$ cat src/rtl/regfile_port_arbiter.sv
// ----------------------------------------------------------------------------
// regfile_port_arbiter
//
// Sits in front of the CPU register_file. It shares the single write port and
// read port 1 between core writeback and a debug/host request channel. After
// reset, or when init_start is pulsed in RUN, it zeroes x1..x(N_REGS-1).
//
// Ports
//   clk, rst_n        : clock, synchronous active-low reset
//   init_start        : pulse in RUN restarts the clear sequence
//   core_wr_*         : core writeback request (held while core_stall=1)
//   core_rd_addr1     : core read port 1 address
//   core_stall        : core must hold its state and inputs this cycle
//   dbg_req_*         : debug request channel (valid/ready handshake)
//   dbg_rsp_*         : one-cycle response pulse, read data (0 for writes)
//   clear_busy        : clear sequence in progress
//   rf_wr_*, rf_rd_*  : register_file write port and read port 1
// ----------------------------------------------------------------------------
module regfile_port_arbiter #(
  parameter int N_REGS       = 32,
  parameter int ADDR_W       = 5,
  parameter int DATA_W       = 32,
  parameter int STARVE_LIMIT = 4
) (
  input  logic              clk,
  input  logic              rst_n,
  input  logic              init_start,
  input  logic              core_wr_ena,
  input  logic [ADDR_W-1:0] core_wr_addr,
  input  logic [DATA_W-1:0] core_wr_data,
  input  logic [ADDR_W-1:0] core_rd_addr1,
  output logic              core_stall,
  input  logic              dbg_req_valid,
  output logic              dbg_req_ready,
  input  logic              dbg_req_write,
  input  logic [ADDR_W-1:0] dbg_req_addr,
  input  logic [DATA_W-1:0] dbg_req_wdata,
  output logic              dbg_rsp_valid,
  output logic [DATA_W-1:0] dbg_rsp_rdata,
  output logic              clear_busy,
  output logic              rf_wr_ena,
  output logic [ADDR_W-1:0] rf_wr_addr,
  output logic [DATA_W-1:0] rf_wr_data,
  output logic [ADDR_W-1:0] rf_rd_addr1,
  input  logic [DATA_W-1:0] rf_rd_data1
);

  typedef enum logic {
    CLEAR = 1'b0,
    RUN   = 1'b1
  } state_t;

  localparam logic [ADDR_W-1:0] CLR_FIRST  = ADDR_W'(1);
  localparam logic [ADDR_W-1:0] CLR_LAST   = ADDR_W'(N_REGS - 1);
  localparam logic [3:0]        STARVE_MAX = 4'(STARVE_LIMIT);

  state_t              state_reg, state_next;
  logic [ADDR_W-1:0]   clr_cnt_reg, clr_cnt_next;
  logic [3:0]          starve_cnt_reg, starve_cnt_next;
  logic                rsp_valid_reg;
  logic [DATA_W-1:0]   rsp_rdata_reg;

  logic                dbg_accept;
  logic                dbg_rd_accept;
  logic                dbg_wr_req;
  logic                dbg_rd_req;

  assign dbg_wr_req = dbg_req_valid &  dbg_req_write;
  assign dbg_rd_req = dbg_req_valid & ~dbg_req_write;

  always_comb begin
    state_next      = state_reg;
    clr_cnt_next    = clr_cnt_reg;
    starve_cnt_next = starve_cnt_reg;
    core_stall      = 1'b0;
    clear_busy      = 1'b0;
    dbg_req_ready   = 1'b0;
    dbg_accept      = 1'b0;
    dbg_rd_accept   = 1'b0;
    rf_wr_ena       = 1'b0;
    rf_wr_addr      = core_wr_addr;
    rf_wr_data      = core_wr_data;
    rf_rd_addr1     = core_rd_addr1;

    case (state_reg)
      CLEAR: begin
        rf_wr_ena       = 1'b1;
        rf_wr_addr      = clr_cnt_reg;
        rf_wr_data      = '0;
        core_stall      = 1'b1;
        clear_busy      = 1'b1;
        starve_cnt_next = '0;
        if (clr_cnt_reg == CLR_LAST) begin
          state_next = RUN;
        end else begin
          clr_cnt_next = clr_cnt_reg + CLR_FIRST;
        end
      end

      default: begin
        if (init_start) begin
          // Nothing is granted on the restart cycle; the core is held so its
          // pending write is not lost.
          state_next      = CLEAR;
          clr_cnt_next    = CLR_FIRST;
          starve_cnt_next = '0;
          core_stall      = 1'b1;
        end else if (dbg_rd_req) begin
          // Debug read steals read port 1; the core is stalled so it neither
          // sees the wrong read data nor writes this cycle.
          dbg_req_ready = 1'b1;
          dbg_accept    = 1'b1;
          dbg_rd_accept = 1'b1;
          rf_rd_addr1   = dbg_req_addr;
          core_stall    = 1'b1;
        end else if (dbg_wr_req) begin
          if (!core_wr_ena || (starve_cnt_reg == STARVE_MAX)) begin
            // Free port, or starvation preempt (core deferred one cycle).
            dbg_req_ready   = 1'b1;
            dbg_accept      = 1'b1;
            core_stall      = core_wr_ena;
            rf_wr_ena       = (dbg_req_addr != '0);
            rf_wr_addr      = dbg_req_addr;
            rf_wr_data      = dbg_req_wdata;
            starve_cnt_next = '0;
          end else begin
            rf_wr_ena = 1'b1;
            if (starve_cnt_reg != STARVE_MAX) begin
              starve_cnt_next = starve_cnt_reg + 4'd1;
            end
          end
        end else begin
          rf_wr_ena = core_wr_ena;
          if (!dbg_req_valid) begin
            starve_cnt_next = '0;
          end
        end
      end
    endcase

    // While reset is held the state register may not be valid yet: keep the
    // write port quiet and the core parked.
    if (!rst_n) begin
      rf_wr_ena     = 1'b0;
      dbg_req_ready = 1'b0;
      dbg_accept    = 1'b0;
      dbg_rd_accept = 1'b0;
      core_stall    = 1'b1;
      clear_busy    = 1'b1;
    end
  end

  always_ff @(posedge clk) begin
    if (!rst_n) begin
      state_reg      <= CLEAR;
      clr_cnt_reg    <= CLR_FIRST;
      starve_cnt_reg <= '0;
      rsp_valid_reg  <= 1'b0;
      rsp_rdata_reg  <= '0;
    end else begin
      state_reg      <= state_next;
      clr_cnt_reg    <= clr_cnt_next;
      starve_cnt_reg <= starve_cnt_next;
      rsp_valid_reg  <= dbg_accept;
      rsp_rdata_reg  <= dbg_rd_accept ? rf_rd_data1 : '0;
    end
  end

  assign dbg_rsp_valid = rsp_valid_reg;
  assign dbg_rsp_rdata = rsp_rdata_reg;

endmodule
$ cat config.mk
export PLATFORM = sky130hd
export DESIGN_NAME = regfile_port_arbiter
export DESIGN_NICKNAME = d
export VERILOG_FILES = /design/src/rtl/regfile_port_arbiter.sv
export SDC_FILE = /design/constraint.sdc
export NUM_CORES = 1
export LEC_CHECK = 0
export BUFFER_PORTS_ARGS = -buffer_cell sky130_fd_sc_hd__buf_4
export CAP_MARGIN = 5
export CORE_ASPECT_RATIO = 1.4
export CORE_MARGIN = 5
export CORE_UTILIZATION = 40
export DETAILED_ROUTE_END_ITERATION = 10
export HOLD_SLACK_MARGIN = 0.1
export MAX_ROUTING_LAYER = met4
export PLACE_DENSITY = 0.86
export SETUP_SLACK_MARGIN = 0.1
export SYNTH_ARGS = -nofsm -noshare
export SYNTH_HDL_FRONTEND = slang
export SYNTH_SLANG_ARGS = --single-unit
$ cat constraint.sdc
create_clock -name clk -period 2.5 [get_ports clk]
set_clock_uncertainty 0.2 [all_clocks]
set_input_delay 0 -clock clk [delete_from_list [all_inputs] [get_ports clk]]
set_output_delay 0 -clock clk [all_outputs]
set_load 0.01 [all_outputs]
==> impl_summary.txt <==
----------------------------------------------------
[Timing]
  Fin crit share ... 0.908
  Accumulated negative setup slack ... 0 ps
  Clock period minus final worst setup slack ... 2270 ps
  Final max-slew violation count ... 0
  Final critical-path setup slack ... 231 ps
  Unrepaired setup endpoints after global routing ... false
  Worst Max-Slew Pin Slew ... 454 ps
  Final count of hold timing violations ... 0
  Relative slew slack ... 0.696
  Number of failing setup endpoints in the final timing report ... 0
  Achievable Freq ... 441 MHz

[Pwr]
  Internal ... 1180 uW
  Reg power frac ... 0.457
  Leakage power ... 0.00205 uW
  Clock share of power ... 0.353
  Power Density ... 369 nW/um^2
  Switch share ... 0.224
  Overall power after layout ... 1520 uW
  Net switching power ... 341 uW
  Power share of the combinational group ... 0.190
  Largest vdd supply drop ... 0.470 mV

[GRT]
  Largest net degree at the start of global routing ... 39
  Via count of the first global-routing pass ... 2,943
  Wire length of the first global-routing pass ... 14,900 um
  Antenna violations before repair ... 0
  Total routing resource utilization after global routing ... 0.288
  Final global-route overflow total ... 0

[Route]
  Average wire per cell in the routed design ... 17.2 um
  Total vias in the final route ... 2,781
  Total Routed Length ... 9730 um
  Residual antenna-violating net count after detailed routing ... 0
  Top routing layer in use ... met4
  DRC marker count from the first detailed-route iteration ... 120
  Pre-Repair DR Iteration Count ... 4
  Via/cell ratio ... 4.90
  Met1 routed wirelength after detailed routing ... 3350 um
  Wire length on met2 ... 5170 um
  Met3 wire length ... 1040 um
  Residual DRC count ... 0

[Floorplanning]
  Die Wd ... 71.4 um
  Core area ... 5160 um^2
  Overall die height ... 96 um
  Area enclosed by the die boundary ... 6860 um^2
  Initial cell density of the core ... 0.410
  Count of standard-cell rows ... 31
  Boundary Pins ... 196

[Setup path]
  WP data arrival ... 2300 ps
  Slack of the worst reg-to-reg path ... 230 ps
  Worst R2R Path Depth ... 7
  Startpoint of the worst-slack reg-to-reg timing path ... starve_cnt_reg[0]
  Maximum net fanout on the critical path ... 5
  Crit. Startpoint ... starve_cnt_reg[0]
  Critical path's largest stage delay ... 560 ps
  Buffers & Inverters on Critical Path ... 2
  Type of the worst setup path ... register to register
  Endpoint required time on the critical path ... 2540 ps
  Cells along the critical path ... inv_1 > ha_1 > nand3b_4 > nand2_1 > or3_1 > a21oi_1 > dlygate4sd3_1
  Worst flop-to-flop path endpoint ... starve_cnt_reg[0]
  Endpoint type of the worst setup path ... register
  Top cell family by delay on the critical path ... buffers and inverters
  CP max-delay cell ... dlygate4sd3_1
  Category of the worst setup path launch point ... register

[Synthesis]
  Post-synthesis cell count ... 268
  Leading cell types by total area after synthesis ... dfxtp_1 (41%), nand2_1 (13%), and2_1 (9.8%), a21oi_1 (9.7%), mux2_2 (2.7%)
  Async set-or-reset flop fraction in the synthesized netlist ... 0
  Combined area of all synthesized cells ... 2110 um^2
  Flip-flop cell with the highest count after synthesis ... dfxtp_1
  Ranking of synthesized cells by instance count ... nand2_1 (75), dfxtp_1 (43), a21oi_1 (41)
  Sequential element share of the synthesized area ... 0.407
  Synth Register Bits ... 43
  Leading cell type by number of instances after synthesis ... nand2_1
  Number of distinct library cell variants in the gate-level netlist after synthesis ... 38
  Count of flip-flops with a built-in enable after synthesis ... 0
  Ys Warns ... 0
  Avg Cell Area, Syn ... 7.89 um^2
  Number of nets in the synthesized netlist ... 389
  Post-synth top area share ... 0.407
  Yosys top cell by area ... dfxtp_1

[Final layout]
  Largest register FFs ... 32
  Growth of design area from synthesis to finish ... 95.6%
  Fill cells ... 339
  Fraction of layout instances using a drive strength above 1 ... 0.438
  Number of nets at the end of the flow ... 620

[Clock network]
  Count of buffers added by post-CTS timing repair for setup ... 0
  Total clock buffers created by CTS ... 5
  Maximum clock path buffer count ... 2
  Count of H-tree levels built during CTS ... 2
  Worst skew pair latency ... 290 ps
  # clock sinks ... 43
  TritonCTS clock tree ... yes
  Clock-pin slew on the worst setup and hold paths ... 80 ps
  Library cell used as clock root buffer ... clkbuf_8

[Job]
  Total of max-cap violations ... 0

[Status]
  Run status ... finished clean

[Place]
  Setup WS pre-CTS ... 503 ps
  Routability congestion estimate from global placement ... 0.819
  Buffers on Ports ... 195
  HPWL after DPL ... 6940 um

[Min path]
  Number of instances on the worst hold path ... 3
  Terminating pin of the worst hold path ... rf_rd_addr1[3]
  Min-Delay Path Class ... primary input to primary output
  Hold Path Origin ... core_rd_addr1[3]

----------------------------------------------------
power groups by stage:
stage | registers [uW] | clock network, uW | logic, uW
2_1_floorplan | 711 | 0 | 65.1
3_3_place_gp | 712 | 0 | 231
3_5_place_dp | 712 | 0 | 236
4_1_cts | 696 | 538 | 283
5_1_grt | 698 | 578 | 312
6_report | 696 | 538 | 289
how the worst max path moves through the flow:
stage	endpoint	slack (ps)	cells after the start
5_1_grt	rf_wr_data[19]	120	8
3_5_place_dp	rf_wr_addr[3]	500	8
4_1_cts	rf_wr_addr[3]	160	8
3_3_place_gp	rf_wr_addr[3]	580	8
6_report	starve_cnt_reg[0]	230	7
2_1_floorplan	rf_wr_data[10]	770	7
layout by cell type, fill, tap and decap left out, types with 3 or more instances in the layout:
cell type,n
and2_1,33
buf_4,198
inv_1,6
mux2_2,5
a31oi_1,3
a21oi_1,41
nand2_1,75
o21ai_0,3
dlygate4sd3_1,39
clkbuf_8,5
dfxtp_1,43
ha_1,4
nor2_1,8
cell families (layout without fill, tap and decap cells):
family,after synthesis,count (layout),share of synthesized area
other,0,1,0
AOI/OAI and AO/OA,60,60,0.169
DFF,43,43,0.407
buffers and inverters,22,254,0.0533
muxes,6,6,0.0314
and+or+nand+nor,132,132,0.311
adders and majority gates,4,4,0.0237
xor gates and xnor gates,1,1,0.00415
timing repair:
| item | CTS | global route |
|---|---|---|
| endpoints found under the hold margin | 43 | 0 |
| setup endpoints to repair | 0 | 24 |
| hold buffers | 39 | 0 |
| gates resized for setup | 0 | 4 |
final cells by class:
cell class	count	area (um^2)	area share
timing repair buffer	239	1910	0.462
multi-input combinational	203	1140	0.276
sequential	43	861	0.208
tap	66	82.6	0.0200
clock buffer	5	68.8	0.0167
clock inverter	3	43.8	0.0106
inverter	7	26.3	0.00636
antenna	1	2.50	0.000606
metal layers:
layer / up-vias / GRT usage
li1: 1346 / -
met1: 1253 / 0.297
met2: 166 / 0.517
met3: 16 / 0.0899
met4: 0 / 0.0956
met5: - / -
worst reg2reg max path: stages (launching register included):
cell and delay (ps):
dfxtp_1 430, inv_1 90, ha_1 240, nand3b_4 120, nand2_1 80, or3_1 340
a21oi_1 140, dlygate4sd3_1 560
metrics by stage:
stage | util | hold WS (ps) | cells | instance area [um^2]
2_1_floorplan | - | -118 | 268 | 2110
3_3_place_gp | 0.700 | 1.76 | 519 | 3610
3_5_place_dp | 0.700 | 5.23 | 519 | 3610
4_1_cts | 0.797 | 113 | 566 | 4110
5_1_grt | 0.801 | 131 | 566 | 4130
6_report | 0.801 | 110 | 567 | 4130
Note: power is estimated with default switching activity, not from simulation.
